===== src/rtl/jtframe_hsize_ctrl.sv =====
// rtl/jtframe_hsize_ctrl.sv - frame-synchronous scale/offset/enable commit controller
// Requests are shadowed and committed on a VS rising edge (or timeout), then video is blanked while settling.
module jtframe_hsize_ctrl #(
  parameter int         SETTLE_FR = 2,
  parameter int         OFS_MAX   = 12,
  parameter int         TIMEOUT   = 600000,
  parameter logic [3:0] RST_SCALE = 4'd0
) (
  input  logic       clk,
  input  logic       rst_n,
  input  logic       pxl_cen,
  input  logic       VS,
  input  logic       req_valid,
  output logic       req_ready,
  input  logic [3:0] req_scale,
  input  logic [4:0] req_offset,
  input  logic       req_enable,
  output logic [3:0] scale,
  output logic [4:0] offset,
  output logic       enable,
  output logic       blank,
  output logic       busy
);

  localparam int TW = (TIMEOUT > 1) ? $clog2(TIMEOUT) : 1;
  localparam logic [TW-1:0] TO_LAST = TW'(TIMEOUT - 1);
  localparam logic [TW-1:0] TO_SAT  = '1;
  localparam logic signed [4:0] OFS_HI = 5'(OFS_MAX);
  localparam logic signed [4:0] OFS_LO = 5'(-OFS_MAX);

  typedef enum logic [1:0] {
    IDLE   = 2'd0,
    PEND   = 2'd1,
    SETTLE = 2'd2
  } state_t;

  state_t        r_state, w_state_nx;
  logic          r_vsl;
  logic [3:0]    r_sh_scale, w_sh_scale_nx;
  logic [4:0]    r_sh_ofs, w_sh_ofs_nx;
  logic          r_sh_en, w_sh_en_nx;
  logic [3:0]    r_scale, w_scale_nx;
  logic [4:0]    r_ofs, w_ofs_nx;
  logic          r_en, w_en_nx;
  logic          r_blank, w_blank_nx;
  logic [TW-1:0] r_tcnt, w_tcnt_nx;
  logic [3:0]    r_fcnt, w_fcnt_nx;
  logic          w_vs_rise, w_xfer, w_same, w_commit;
  logic [4:0]    w_cl_ofs;

  assign w_vs_rise = pxl_cen & VS & ~r_vsl;
  assign req_ready = (r_state != SETTLE);
  assign w_xfer    = req_valid & req_ready;
  assign busy      = (r_state != IDLE);
  assign scale     = r_scale;
  assign offset    = r_ofs;
  assign enable    = r_en;
  assign blank     = r_blank;

  always_comb begin
    w_cl_ofs = req_offset;
    if ($signed(req_offset) > OFS_HI)      w_cl_ofs = OFS_HI;
    else if ($signed(req_offset) < OFS_LO) w_cl_ofs = OFS_LO;
  end

  assign w_same = (req_scale == r_scale) && (w_cl_ofs == r_ofs) && (req_enable == r_en);

  always_comb begin
    w_state_nx    = r_state;
    w_sh_scale_nx = r_sh_scale;
    w_sh_ofs_nx   = r_sh_ofs;
    w_sh_en_nx    = r_sh_en;
    w_scale_nx    = r_scale;
    w_ofs_nx      = r_ofs;
    w_en_nx       = r_en;
    w_blank_nx    = r_blank;
    w_tcnt_nx     = r_tcnt;
    w_fcnt_nx     = r_fcnt;
    w_commit      = 1'b0;
    case (r_state)
      IDLE: begin
        if (w_xfer) begin
          w_sh_scale_nx = req_scale;
          w_sh_ofs_nx   = w_cl_ofs;
          w_sh_en_nx    = req_enable;
          if (!w_same) begin
            w_state_nx = PEND;
            w_tcnt_nx  = '0;
          end
        end
      end
      PEND: begin
        // a request arriving with the VS edge is committed directly (latest wins)
        if (w_xfer) begin
          w_sh_scale_nx = req_scale;
          w_sh_ofs_nx   = w_cl_ofs;
          w_sh_en_nx    = req_enable;
          w_tcnt_nx     = '0;
          if (w_same)         w_state_nx = IDLE;
          else if (w_vs_rise) w_commit   = 1'b1;
        end else if (w_vs_rise || (pxl_cen && r_tcnt == TO_LAST)) begin
          w_commit = 1'b1;
        end else if (pxl_cen && r_tcnt != TO_SAT) begin
          w_tcnt_nx = r_tcnt + TW'(1);
        end
        if (w_commit) begin
          w_scale_nx = w_sh_scale_nx;
          w_ofs_nx   = w_sh_ofs_nx;
          w_en_nx    = w_sh_en_nx;
          w_fcnt_nx  = 4'(SETTLE_FR);
          if (SETTLE_FR == 0) begin
            w_state_nx = IDLE;
            w_blank_nx = 1'b0;
          end else begin
            w_state_nx = SETTLE;
            w_blank_nx = 1'b1;
          end
        end
      end
      SETTLE: begin
        if (w_vs_rise) begin
          if (r_fcnt <= 4'd1) begin
            w_fcnt_nx  = 4'd0;
            w_blank_nx = 1'b0;
            w_state_nx = IDLE;
          end else begin
            w_fcnt_nx = r_fcnt - 4'd1;
          end
        end
      end
      default: w_state_nx = IDLE;
    endcase
  end

  always_ff @(posedge clk or negedge rst_n) begin
    if (!rst_n) begin
      r_state    <= IDLE;
      r_vsl      <= 1'b0;
      r_sh_scale <= RST_SCALE;
      r_sh_ofs   <= 5'd0;
      r_sh_en    <= 1'b0;
      r_scale    <= RST_SCALE;
      r_ofs      <= 5'd0;
      r_en       <= 1'b0;
      r_blank    <= 1'b0;
      r_tcnt     <= '0;
      r_fcnt     <= 4'd0;
    end else begin
      r_state    <= w_state_nx;
      if (pxl_cen) r_vsl <= VS;
      r_sh_scale <= w_sh_scale_nx;
      r_sh_ofs   <= w_sh_ofs_nx;
      r_sh_en    <= w_sh_en_nx;
      r_scale    <= w_scale_nx;
      r_ofs      <= w_ofs_nx;
      r_en       <= w_en_nx;
      r_blank    <= w_blank_nx;
      r_tcnt     <= w_tcnt_nx;
      r_fcnt     <= w_fcnt_nx;
    end
  end

endmodule

===== config.mk =====
export PLATFORM = sky130hd
export DESIGN_NAME = jtframe_hsize_ctrl
export DESIGN_NICKNAME = d
export VERILOG_FILES = /design/src/rtl/jtframe_hsize_ctrl.sv
export SDC_FILE = /design/constraint.sdc
export NUM_CORES = 1
export LEC_CHECK = 0
export BUFFER_PORTS_ARGS = -buffer_cell sky130_fd_sc_hd__buf_2
export CORE_AREA = 2 2 75 77
export CTS_CLUSTER_SIZE = 30
export DETAILED_ROUTE_END_ITERATION = 10
export DIE_AREA = 0 0 77 79
export PLACE_DENSITY = 0.73
export SLEW_MARGIN = 20
export SYNTH_ARGS = -nofsm -noshare
export SYNTH_HDL_FRONTEND = slang
export SYNTH_SLANG_ARGS = --single-unit

===== constraint.sdc =====
create_clock -name clk -period 4.6 [get_ports clk]
set_input_delay 0.46 -clock clk [delete_from_list [all_inputs] [get_ports clk]]
set_output_delay 0.46 -clock clk [all_outputs]
set_load 0.01 [all_outputs]

==> impl_results.rst, run 1 <==
.. list-table::
   :header-rows: 1

   * - Metric
     - Value
   * - Outcome
     - completed
   * - Std cell rows
     - 27
   * - Via count of the first global-routing pass
     - 2038
   * - Fraction of final layout cells with drive strength greater than 1
     - a little over a fifth
   * - Clock transition at the registers of the reported paths
     - 80 ps
   * - Drt drc
     - 0
   * - Area of all sequential standard cells
     - 1201 um2
   * - Setup violation total in the final timing report
     - 0
   * - Hold Fails Final Rpt
     - 0
   * - Post-layout net count
     - roughly 330
   * - Cell with the biggest individual delay on the critical path
     - sky130_fd_sc_hd__a22o_1
   * - Initial detailed-routing violation count
     - approximately 140
   * - Number of cells upsized or downsized after cts
     - 0
   * - Final count of pins violating max slew
     - 0
   * - Highest attainable clock frequency
     - 367.8 MHz
   * - First-pass iteration count of the detailed router
     - 4
   * - Final routed wire length divided by cell count
     - about 14 um
   * - Max-cap viol count
     - 0
   * - Global router's overall resource usage
     - 19.40%
   * - Core area
     - 5338 um2
   * - Main flop type after synthesis
     - sky130_fd_sc_hd__dfrtp_1
   * - Worst-Margin Slew
     - 771.7 ps
   * - Filler Cells Inserted
     - 497
   * - Largest stage delay, worst path
     - roughly 640 ps
   * - Cts bufs inserted
     - 5
   * - Master cell of the clock root buffer
     - sky130_fd_sc_hd__clkbuf_8
   * - Setup repair after global routing missed its margin
     - no
   * - Antenna violations before repair
     - 0
   * - Worst rel slew slack
     - 48.55%
   * - X dimension of the die
     - 77 um
   * - Minimum clock period after layout
     - 2719 ps
   * - Number of synthesized flops with an enable pin
     - 0
   * - Number of hold buffers added after cts
     - 0
   * - Initial Utilization
     - 52.51%
   * - Post-CTS setup-driven buffer insertion count
     - 0
   * - Worst Path Arrival
     - 2900 ps
   * - Number of I/O pins
     - 28
   * - Residual antenna-violating net count after detailed routing
     - 0
   * - Largest net degree at the start of global routing
     - 49
   * - Leakage Power
     - between 1 and 1.5 nW
   * - Worst clock skew on the final layout
     - between 7 and 8 ps
   * - Final WL
     - 5508 um
   * - Area of the multi-input gates
     - 1493 um2
   * - Sequential cell area fraction in the yosys report
     - 42.86%
   * - Worst Hold Slack
     - 148.5 ps
   * - Period Utilization, post-route
     - 59.10%
   * - Critical path launch point type
     - flop
   * - Post-synth design cell area
     - roughly 2800 um2
   * - Worst min-delay path category
     - in2async
   * - Number of synthesized register bits
     - between 40 and 50
   * - Clock Sink Count
     - 48
   * - Worst path required time
     - 4780 ps
   * - Inserted Diodes
     - 0
   * - Clock tree from TritonCTS
     - done
   * - Critical-path cell list
     - ha_1 -> nand3_1 -> nor4_1 -> nand3_1 -> nand2_1 -> a22o_1 -> mux2_2
   * - Worst supply voltage drop on vdd
     - 0.2360 mV
   * - Synthesis Warnings
     - 0
   * - Via-to-Cell Ratio
     - 5.687
   * - Wire length of the first global-routing pass
     - 9446 um
   * - Die boundary height
     - 79 um
   * - Synthesized area per cell
     - between 9 and 10 um2
   * - Critical path class
     - reg2reg
   * - Critical Path End Type
     - flop
   * - Input/output buffers
     - 27
   * - Number of buffers on the longest clock path
     - 2
   * - Growth of design area from synthesis to finish
     - 9.062%
   * - Synthesized Nets
     - 309
   * - Source-to-sink clock delay at the later pin of the worst-skew pair
     - 300 ps
   * - Gpl congestion
     - 0.8332
   * - Most frequent CP cell
     - sky130_fd_sc_hd__nand3_1
   * - Die Outline Area
     - 6083 um2
   * - Power Dens Cells
     - 411.6 nW/um2
   * - Share of flip-flops with an asynchronous set or reset after synthesis
     - 100.0%
   * - Critical Path Fanout Max
     - 16
   * - Leftover overflow at the end of global routing
     - 0
   * - Sum Neg Setup Slack
     - 0 ps
   * - Final HPWL from detailed placement
     - between 3000 and 4000 um
   * - Number of vias in the routed layout
     - 2201
   * - H-tree depth
     - 2
   * - Synthesized netlist cell count
     - 290
   * - Number of distinct library cell variants in the gate-level netlist after synthesis
     - 56
## path summary, 6_finish.rpt
check | slack, ps | from | cells after the start | to
max in group asynchronous | 4030 | rst_n | 1 | r_tcnt[0]$_DFFE_PN0P_
max | 1880 | r_tcnt[0]$_DFFE_PN0P_ | 7 | scale[3]$_DFFE_PN0P_
min reg2reg | 490 | r_sh_ofs[3]$_DFFE_PN0N_ | 2 | r_sh_ofs[3]$_DFFE_PN0N_
min in group clk | 410 | VS | 3 | r_vsl$_DFFE_PN0P_
min | 150 | rst_n | 1 | r_tcnt[4]$_DFFE_PN0P_
max reg2reg | 1880 | r_tcnt[0]$_DFFE_PN0P_ | 7 | scale[3]$_DFFE_PN0P_
## layout by cell type (no fill, tap or decap), types with 2 or more instances in the layout
cell / instances
sky130_fd_sc_hd__nor3b_2: 2
sky130_fd_sc_hd__a2bb2oi_1: 2
sky130_fd_sc_hd__nand2_1: 36
sky130_fd_sc_hd__nor2b_1: 4
sky130_fd_sc_hd__o22ai_1: 6
sky130_fd_sc_hd__nor2_1: 16
sky130_fd_sc_hd__a21oi_1: 11
sky130_fd_sc_hd__nand3b_1: 2
sky130_fd_sc_hd__mux2i_1: 3
sky130_fd_sc_hd__nand3_1: 15
sky130_fd_sc_hd__o31ai_1: 3
sky130_fd_sc_hd__or3_1: 5
sky130_fd_sc_hd__nor4_1: 4
sky130_fd_sc_hd__inv_1: 12
sky130_fd_sc_hd__o21ai_0: 16
sky130_fd_sc_hd__a31oi_1: 3
sky130_fd_sc_hd__buf_2: 26
sky130_fd_sc_hd__dfrtp_1: 48
sky130_fd_sc_hd__mux2_4: 4
sky130_fd_sc_hd__or2_2: 3
sky130_fd_sc_hd__nand4_1: 7
sky130_fd_sc_hd__nand2b_1: 5
sky130_fd_sc_hd__xor2_1: 11
sky130_fd_sc_hd__mux2_2: 19
sky130_fd_sc_hd__or4_1: 3
sky130_fd_sc_hd__o211ai_1: 2
sky130_fd_sc_hd__clkbuf_1: 2
sky130_fd_sc_hd__clkbuf_8: 6
sky130_fd_sc_hd__ha_1: 4
sky130_fd_sc_hd__nor3_1: 5
sky130_fd_sc_hd__o21bai_1: 2
sky130_fd_sc_hd__and3_1: 4
## logic make-up after synthesis
| family | Yosys count | synth area share [%] |
|---|---|---|
| buffers and inverters | 22 | 3.883 |
| and+or+nand+nor | 120 | 22.50 |
| adders and majority gates | 4 | 1.786 |
| xor gates and xnor gates | 12 | 3.750 |
| DFF | 48 | 42.86 |
| muxes | 26 | 10.85 |
| AOI/OAI and AO/OA | 58 | 14.38 |
## synthesized netlist by cell type, drive strengths merged (2+ instances only)
library cell	number	area [um2]
o211ai	2	15.01
o21ai	17	85.08
nor3	5	25.02
or2	4	25.03
mux2i	3	30.03
buf	4	41.28
mux2	23	274.0
inv	12	45.04
or3	5	31.28
o22ai	6	37.54
xor2	11	96.34
o31ai	3	22.52
a21oi	12	63.81
a2bb2oi	2	17.52
nand2	37	141.4
ha	4	50.05
clkbuf	6	22.52
nand2b	5	31.28
and3	4	25.02
nand3	16	85.08
a31oi	4	31.28
o21bai	2	15.01
nor2b	4	25.02
nand4	7	43.79
nand3b	2	15.01
or4	3	22.52
nor3b	2	25.02
dfrtp	48	1201
nor2	17	66.32
nor4	4	25.02
## worst max-delay path, delay by kind of cell (launching register included)
kind | cells | cell delay [ps]
muxes | 1 | 410
DFF | 1 | 390
adders and majority gates | 1 | 230
AOI/OAI and AO/OA | 1 | 640
and+or+nand+nor | 4 | 920
## where the power goes
group / switching (mW) / internal [mW] / total [mW]
sequential: 0.0797 / 0.507 / 0.587
clock: 0.134 / 0.123 / 0.256
combinational: 0.215 / 0.200 / 0.415
## layer usage
layer	track usage, %	up-vias	wire length (um)
met3	3.977	7	206
met1	26.82	1059	2727
met5	0	-	0
met4	6.786	0	79
li1	-	1098	-
met2	30.61	37	2494
## area by class of cell
cell class,count,area share [%]
inverters,12,1.474
flip-flops and latches,48,39.30
well taps,72,2.947
clock buffers,8,2.947
multi-input cells,220,48.83
repair buffers,27,4.503
## registers in the layout (all words and copies together) (netlist names)
register    count
blank           1
enable          1
offset          5
r_fcnt          4
r_sh_en         1
r_sh_ofs        5
r_sh_scale      4
r_state         2
r_tcnt         20
r_vsl           1
scale           4
## stage by stage
| stage | cell area [um2] | util, % | setup WS [ps] | total power [mW] | std cells |
|---|---|---|---|---|---|
| floorplan | 2803 | - | 2081 | 0.8909 | 290 |
| finish | 3057 | 57.27 | 1881 | 1.258 | 387 |
| detailed placement | 2964 | 55.53 | 1707 | 1.013 | 379 |
| CTS | 3054 | 57.22 | 1905 | 1.267 | 387 |
| global placement | 2964 | 55.53 | 1739 | 1.000 | 379 |
| global route | 3057 | 57.27 | 1739 | 1.346 | 387 |
No activity file was read; power rests on OpenSTA's default activity.
==> inputs of run 2 (changes only) <==
Settings changed: CORE_AREA 2 2 75 77 to 2 2 76 78, DIE_AREA 0 0 77 79 to 0 0 78 80, PLACE_DENSITY 0.73 to 0.74.
Clock period 4.6 ns to 2.45 ns, I/O delays scaled along.
==> run 2 against run 1 <==
Compared with the run above:
- global-route usage grew 1.4 points
- maximum frequency is 21% higher
- via count up 5.5%
- clock power is 77% higher
- critical path depth unchanged
- flip-flop and latch count did not move
- worst hold slack gained 47 ps
- die area rose by 2.6%
- highest routed layer unchanged
- largest power group unchanged
- sequential power up 87%
- first-iteration DRC count is 39% lower
==> impl_results.rst, run 2 (synthesized netlist as in run 1, its figures left out) <==
.. list-table::
   :header-rows: 1

   * - Metric
     - Value
   * - Drt drc
     - 0 (unchanged)
   * - Cts bufs inserted
     - 5 (unchanged)
   * - Highest attainable clock frequency
     - 445.4 MHz (+21%)
   * - Worst path bufs/invs
     - 1 (+1)
   * - Post-CTS setup-driven buffer insertion count
     - 0 (unchanged)
   * - Cell with the biggest individual delay on the critical path
     - sky130_fd_sc_hd__or4b_1
   * - Internal reg-to-reg setup slack
     - 200 ps (-1680 ps)
   * - Via count of the first global-routing pass
     - 2298 (+13%)
   * - Residual antenna-violating net count after detailed routing
     - 0 (unchanged)
   * - Area of all sequential standard cells
     - 1201 um2 (unchanged)
   * - Die boundary height
     - 80 um (+1.3%)
   * - Clock Sink Count
     - 48 (unchanged)
   * - Leakage Power
     - 1.389 nW (+6.4%)
   * - Via-to-Cell Ratio
     - 5.764 (+1.4%)
   * - Fraction of final layout cells with drive strength greater than 1
     - 26.28% (+4.4 points)
   * - Critical-path cell list
     - or4b_1 -> nor3b_2 -> nand3_1 -> nand2_1 -> a22o_1 -> buf_4 -> mux2_2
   * - Die Outline Area
     - 6240 um2 (+2.6%)
   * - Final routed wire length divided by cell count
     - 14.98 um (+5.3%)
   * - Flip-flop count of the largest register, all copies and words added
     - 20 (unchanged)
   * - Hold Fails Final Rpt
     - 0 (unchanged)
   * - Input/output buffers
     - 27 (unchanged)
   * - Power Dens Cells
     - 749.7 nW/um2 (+82%)
   * - Outcome
     - completed
   * - Gpl congestion
     - 0.8308 (-0.29%)
   * - Worst path required time
     - 2640 ps (-2140 ps)
   * - Destination of the worst hold path
     - r_vsl$_DFFE_PN0P_
   * - Worst Hold Slack
     - 195.5 ps (+46.96 ps)
   * - Worst Path Arrival
     - 2440 ps (-460 ps)
   * - Setup violation total in the final timing report
     - 0 (unchanged)
   * - Stages on the worst setup path
     - 7 (unchanged)
   * - Largest stage delay, worst path
     - 530 ps (-110 ps)
   * - Critical Path End Type
     - flop
   * - First-pass iteration count of the detailed router
     - 4 (unchanged)
   * - Post-place instance area
     - 3084 um2 (+4.1%)
   * - Final WL
     - 6038 um (+9.6%)
   * - Growth of design area from synthesis to finish
     - 13.71%
   * - Cell family with most CP delay
     - simple AND/OR/NAND/NOR gates
   * - Filler Cells Inserted
     - 471 (-5.2%)
   * - Global router's overall resource usage
     - 20.82% (+1.4 points)
   * - Antenna violations before repair
     - 0 (unchanged)
   * - Critical path launch point type
     - flop
   * - Leftover overflow at the end of global routing
     - 0 (unchanged)
   * - Area of all placed cells without fillers
     - 3187 um2 (+4.3%)
   * - Initial Utilization
     - 51.85% (-0.66 points)
   * - Post-layout net count
     - 350 (+5.1%)
   * - X dimension of the die
     - 78 um (+1.3%)
   * - Worst reg-to-reg path cell count
     - 7 (unchanged)
   * - Area of the multi-input gates
     - 1504 um2 (+0.75%)
   * - Number of vias in the routed layout
     - 2323 (+5.5%)
   * - Final HPWL from detailed placement
     - 4339 um (+11%)
   * - H-tree depth
     - 2 (unchanged)
   * - Wire length of the first global-routing pass
     - 10450 um (+11%)
   * - Minimum clock period after layout
     - 2245 ps (-473.3 ps)
   * - Critical path class
     - reg2reg
   * - Number of I/O pins
     - 28 (unchanged)
   * - Largest register by flop count
     - r_tcnt
   * - Clock tree from TritonCTS
     - done
   * - Worst reg2reg path startpoint
     - r_tcnt[6]$_DFFE_PN0P_
   * - Most frequent cells in the layout
     - sky130_fd_sc_hd__dfrtp_1, sky130_fd_sc_hd__nand2_1, sky130_fd_sc_hd__buf_2
   * - Largest net degree at the start of global routing
     - 34 (-31%)
   * - Worst min-delay path category
     - in2reg
   * - Number of buffers on the longest clock path
     - 2 (unchanged)
   * - Inserted Diodes
     - 0 (unchanged)
   * - Std cell rows
     - 27 (unchanged)
   * - Master cell of the clock root buffer
     - sky130_fd_sc_hd__clkbuf_8
   * - Core area
     - 5405 um2 (+1.3%)
   * - Worst hold path depth
     - 3
   * - Initial detailed-routing violation count
     - 87 (-39%)
   * - Worst supply voltage drop on vdd
     - 0.4509 mV (+91%)
   * - Setup repair after global routing missed its margin
     - no
   * - Critical Path Fanout Max
     - 12 (-4)
   * - Critical R2R Capture
     - offset[0]$_DFFE_PN0P_
   * - Source-to-sink clock delay at the later pin of the worst-skew pair
     - 300 ps (about the same)
   * - Worst clock skew on the final layout
     - 7.341 ps (+0.2983 ps)
   * - Worst-Margin Slew
     - 565.1 ps (-206.6 ps)
   * - Final count of pins violating max slew
     - 0 (unchanged)
   * - Most common cell after layout, fill and taps aside
     - sky130_fd_sc_hd__dfrtp_1
   * - Clock transition at the registers of the reported paths
     - 90 ps (about the same)
   * - Period Utilization, post-route
     - 91.65% (+33 points)
   * - Beginning of the worst hold path
     - VS
   * - Max-cap viol count
     - 0 (unchanged)
   * - Worst rel slew slack
     - 61.93% (+13 points)
==> run 2: changes by cell type in the layout (fill, tap and decap cells not counted), sizes merged <==
cell / delta
clkinv: +1
buf: +16
dlygate4sd3: +1
clkinvlp: +1
clkbuf: -3
==> run 2: worst max-delay path by stage <==
stage	start	end	slack, ps
after floorplan	req_offset[3]	offset[3]$_DFFE_PN0P_	150
after detailed placement	req_offset[2]	scale[1]$_DFFE_PN0P_	-5
after global routing	r_tcnt[0]$_DFFE_PN0P_	offset[0]$_DFFE_PN0P_	60
after global placement	req_offset[2]	scale[0]$_DFFE_PN0P_	70
final	r_tcnt[6]$_DFFE_PN0P_	offset[0]$_DFFE_PN0P_	200
after CTS	r_tcnt[0]$_DFFE_PN0P_	scale[3]$_DFFE_PN0P_	90
==> run 2: through the flow <==
stage / utilization [%] / worst slack (ps) / total power, mW / instances / TNS [ps]
floorplan: - / 145.6 / 1.673 / 290 / 0
finish: 58.96 / 204.6 / 2.389 / 403 / 0
global route: 58.96 / 61.25 / 2.551 / 403 / 0
detailed placement: 57.06 / -5.284 / 1.947 / 395 / -15.02
CTS: 58.75 / 88.30 / 2.410 / 403 / 0
global placement: 57.06 / 70.37 / 1.914 / 395 / 0
==> run 2: final cells by class <==
class	count	area share (%)
sequential	48	37.69
inverter	12	1.413
clock inverter	2	0.3926
clock buffer	5	2.159
timing repair buffer	44	8.323
multi-input combinational	220	47.19
tap	72	2.827
==> run 2: power breakdown <==
part           total, mW  switching, mW  leakage (nW)  internal [mW]
Combinational      0.833          0.428         0.731          0.405
Sequential          1.10          0.150         0.618          0.952
Clock              0.454          0.260        0.0400          0.194
==> run 2: tightest hold or removal path, stage by stage <==
cell and delay (ps):
sky130_fd_sc_hd__buf_2 90, sky130_fd_sc_hd__nand2_1 50, sky130_fd_sc_hd__o21ai_0 70
==> run 2: timing repair <==
action,in CTS,in global routing
resized for setup,0,2
setup endpoints to repair,0,21
endpoints found under the hold margin,15,0
hold buffers,1,0
==> run 2: layer usage <==
metal  wire (um)  global-route usage (%)  up-vias
met2        2782                   34.31       60
met4          87                   6.316        0
li1            -                       -     1124
met3         278                   3.959       10
met1        2889                   27.97     1129
met5           0                       0        -
==> inputs of run 3 (changes only) <==
Settings changed: CORE_AREA 2 2 76 78 to 2 2 100 102, DIE_AREA 0 0 78 80 to 0 0 102 104, PLACE_DENSITY 0.74 to not set.
==> run 3 against run 2 <==
Compared with the run above:
- die area up 70%
- count of clock-buffer cells in the layout unchanged
- flip-flop and latch count unchanged
- maximum frequency down 2.1%
- utilization down 25 points
- clock skew up 2.8 ps
- sequential share of layout area down 1.1 points
- critical path type unchanged
- design area up 3.1%
- combinational power down 0.8%
- critical path depth up 1
- sequential power about the same
==> impl_results.rst, run 3 (synthesized netlist as in run 1, its figures left out) <==
.. list-table::
   :header-rows: 1

   * - Metric
     - Value
   * - Outcome
     - completed
   * - DR WL met2
     - 3021 um (+8.6%)
   * - Critical-path cell list
     - ha_1 -> nand3_1 -> nor4_1 -> buf_4 -> a31oi_2 -> nand2_2 -> or4_1 -> a21oi_1
   * - Gpl congestion
     - 0.7865 (-5.3%)
   * - Worst clock skew on the final layout
     - 10.12 ps (+2.779 ps)
   * - Largest stage delay, worst path
     - 540 ps (about the same)
   * - Number of buffers on the longest clock path
     - 2 (unchanged)
   * - Leftover overflow at the end of global routing
     - 0 (unchanged)
   * - Post-layout net count
     - 349 (-0.29%)
   * - Worst min-delay path category
     - in2reg
   * - Hold Fails Final Rpt
     - 0 (unchanged)
   * - Critical path class
     - reg2reg
   * - Critical R2R Capture
     - r_tcnt[16]$_DFFE_PN0P_
   * - Wire length of the first global-routing pass
     - 10440 um (about the same)
   * - Antenna violations before repair
     - 0 (unchanged)
   * - Growth of design area from synthesis to finish
     - 17.28%
   * - Filler Cells Inserted
     - 1018 (+120%)
   * - Switching Fraction
     - 33.96% (-1.1 points)
   * - H-tree depth
     - 2 (unchanged)
   * - Worst reg2reg path startpoint
     - r_tcnt[0]$_DFFE_PN0P_
   * - Period Utilization, post-route
     - 93.65% (+2.0 points)
   * - Internal reg-to-reg setup slack
     - 160 ps (-50 ps)
   * - Startpoint of the most critical setup path
     - r_tcnt[0]$_DFFE_PN0P_
   * - Register share of total power
     - 44.3% (-1.8 points)
   * - Largest net degree at the start of global routing
     - 49 (+44%)
   * - Worst-Margin Slew
     - 573.8 ps (+8.762 ps)
   * - Input/output buffers
     - 27 (unchanged)
   * - Global router's overall resource usage
     - 12.15% (-8.7 points)
   * - Highest signal layer in the routed design
     - met4
   * - Source-to-sink clock delay at the later pin of the worst-skew pair
     - 300 ps (about the same)
   * - Initial detailed-routing violation count
     - 100 (+15%)
   * - Worst supply voltage drop on vdd
     - 0.2518 mV (-44%)
   * - Via count of the first global-routing pass
     - 2266 (-1.4%)
   * - Worst path required time
     - 2680 ps (+40 ps)
   * - Stages on the worst setup path
     - 8 (+1)
   * - Clock network fraction of total power
     - 22.9% (+3.9 points)
   * - Initial Utilization
     - 29.35% (-23 points)
   * - Worst path bufs/invs
     - 1 (unchanged)
   * - Inserted Diodes
     - 0 (unchanged)
   * - Worst Slack Setup Final
     - 155.6 ps (-49.00 ps)
   * - Number of I/O pins
     - 28 (unchanged)
   * - Most common cell after layout, fill and taps aside
     - sky130_fd_sc_hd__dfrtp_1
   * - Fraction of final layout cells with drive strength greater than 1
     - 25.98% (-0.30 points)
   * - Clock transition at the registers of the reported paths
     - 90 ps (about the same)
   * - Largest register by flop count
     - r_tcnt
   * - Clock Sink Count
     - 48 (unchanged)
   * - Detailed-routing wirelength on met1
     - 2912 um (+0.80%)
   * - Number of cells upsized or downsized after cts
     - 0 (unchanged)
   * - Via-to-Cell Ratio
     - 4.892 (-15%)
   * - Leakage Power
     - 1.397 nW (+0.57%)
   * - Final HPWL from detailed placement
     - 4498 um (+3.7%)
   * - X dimension of the die
     - 102 um (+31%)
   * - Master cell of the clock root buffer
     - sky130_fd_sc_hd__clkbuf_8
   * - Cell family with most CP delay
     - simple AND/OR/NAND/NOR gates
   * - Sum Neg Setup Slack
     - 0 ps (unchanged)
   * - Core area
     - 9549 um2 (+77%)
   * - Power Dens Cells
     - 765.0 nW/um2 (+2.0%)
   * - Worst rel slew slack
     - 61.34% (-0.59 points)
   * - Utilization of the core after routing
     - 34.42% (-25 points)
   * - Critical Path Fanout Max
     - 10 (-2)
   * - Flip-flop count of the largest register, all copies and words added
     - 20 (unchanged)
   * - Std cell rows
     - 36 (+33%)
   * - Wire length on met3
     - 130 um (-53%)
   * - Final WL
     - 6137 um (+1.6%)
   * - Number of vias in the routed layout
     - 2270 (-2.3%)
   * - Worst reg-to-reg path cell count
     - 8 (+1)
   * - Residual antenna-violating net count after detailed routing
     - 0 (unchanged)
   * - Worst setup timing slack at the placement stage
     - -8.023 ps (-2.739 ps)
   * - Worst Path Arrival
     - 2520 ps (+80 ps)
   * - Setup repair after global routing missed its margin
     - no
   * - Internal power component
     - 1.661 mW (+7.1%)
   * - Die Outline Area
     - 10610 um2 (+70%)
   * - Die boundary height
     - 104 um (+30%)
   * - Cts bufs inserted
     - 5 (unchanged)
   * - Net Sw Power
     - 854.0 uW (+1.8%)
   * - Power share of the combinational group
     - 32.8% (-2.1 points)
   * - Final routed wire length divided by cell count
     - 13.23 um (-12%)
   * - Setup violation total in the final timing report
     - 0 (unchanged)
   * - Drt drc
     - 0 (unchanged)
   * - Most frequent cells in the layout
     - sky130_fd_sc_hd__dfrtp_1, sky130_fd_sc_hd__nand2_1, sky130_fd_sc_hd__buf_2
   * - First-pass iteration count of the detailed router
     - 4 (unchanged)
   * - Clock tree from TritonCTS
     - done
   * - Capturing element of the worst setup path
     - r_tcnt[16]$_DFFE_PN0P_
   * - Cell with the biggest individual delay on the critical path
     - sky130_fd_sc_hd__or4_1
   * - Minimum clock period after layout
     - 2294 ps (+49.00 ps)
   * - Highest attainable clock frequency
     - 435.8 MHz (-2.1%)
   * - Max-cap viol count
     - 0 (unchanged)
   * - Final count of pins violating max slew
     - 0 (unchanged)
   * - Critical Path End Type
     - flop
   * - Critical path launch point type
     - flop
## run 3: changes by cell type in the layout (fill, tap and decap cells not counted)
cell / previous run / this run
sky130_fd_sc_hd__nor4_1: 3 / 4
sky130_fd_sc_hd__nand2_4: 1 / 0
sky130_fd_sc_hd__bufinv_16: 0 / 1
sky130_fd_sc_hd__nand2_2: 0 / 1
sky130_fd_sc_hd__buf_12: 0 / 1
sky130_fd_sc_hd__nor4_2: 1 / 0
sky130_fd_sc_hd__buf_4: 16 / 14
## run 3: per-stage QoR
stage | cell area, um2 | power, mW | cells | hold slack [ps]
finish | 3287 | 2.515 | 464 | 206.9
global route | 3287 | 2.690 | 464 | 202.5
CTS | 3287 | 2.555 | 464 | 199.2
detailed placement | 3166 | 1.964 | 455 | 259.0
global placement | 3166 | 1.940 | 455 | 252.4
floorplan | 2803 | 1.673 | 290 | -50.59
## run 3: worst min path at each step
stage | start | end | depth (start not counted)
final | VS | r_vsl$_DFFE_PN0P_ | 3
after global routing | req_scale[3] | r_sh_scale[3]$_DFFE_PN0N_ | 2
after CTS | req_scale[2] | r_sh_scale[2]$_DFFE_PN0N_ | 2
after detailed placement | rst_n | r_tcnt[7]$_DFFE_PN0P_ | 2
after global placement | rst_n | r_tcnt[7]$_DFFE_PN0P_ | 2
after floorplan | rst_n | blank$_DFFE_PN0P_ | 0
## run 3: per-layer routing
| layer | global-route usage, % | up-vias |
|---|---|---|
| met5 | 0 | - |
| met4 | 4.667 | 0 |
| met3 | 2.016 | 5 |
| met2 | 20.68 | 25 |
| met1 | 15.19 | 1114 |
| li1 | - | 1126 |
## run 3: what timing repair did
item | CTS | global route
buffers inserted | 0 | 0
endpoints found under the hold margin | 48 | 0
hold buffers | 1 | 0
## run 3: power groups by stage
stage	Sequential [mW]	Clock (mW)	Combinational [mW]
2_1_floorplan	1.13	0	0.545
3_3_place_gp	1.12	0	0.817
3_5_place_dp	1.13	0	0.835
4_1_cts	1.12	0.601	0.838
5_1_grt	1.14	0.629	0.917
6_report	1.11	0.576	0.826
## run 3: final cells by class
cell class | instances | area (um2) | share of cell area (%)
flip-flops and latches | 48 | 1201 | 36.54
well taps | 133 | 166.4 | 5.063
multi-input cells | 220 | 1493 | 45.41
repair buffers | 43 | 270.3 | 8.222
clock buffers | 5 | 68.82 | 2.094
inverters | 12 | 45.04 | 1.370
clock inverters | 3 | 42.54 | 1.294
## run 3: tightest hold or removal path: cells and delay by family
family | cells | cell delay [ps]
AND/OR/NAND/NOR | 1 | 60
AO/OA/AOI/OAI | 1 | 70
buffers and inverters | 1 | 100
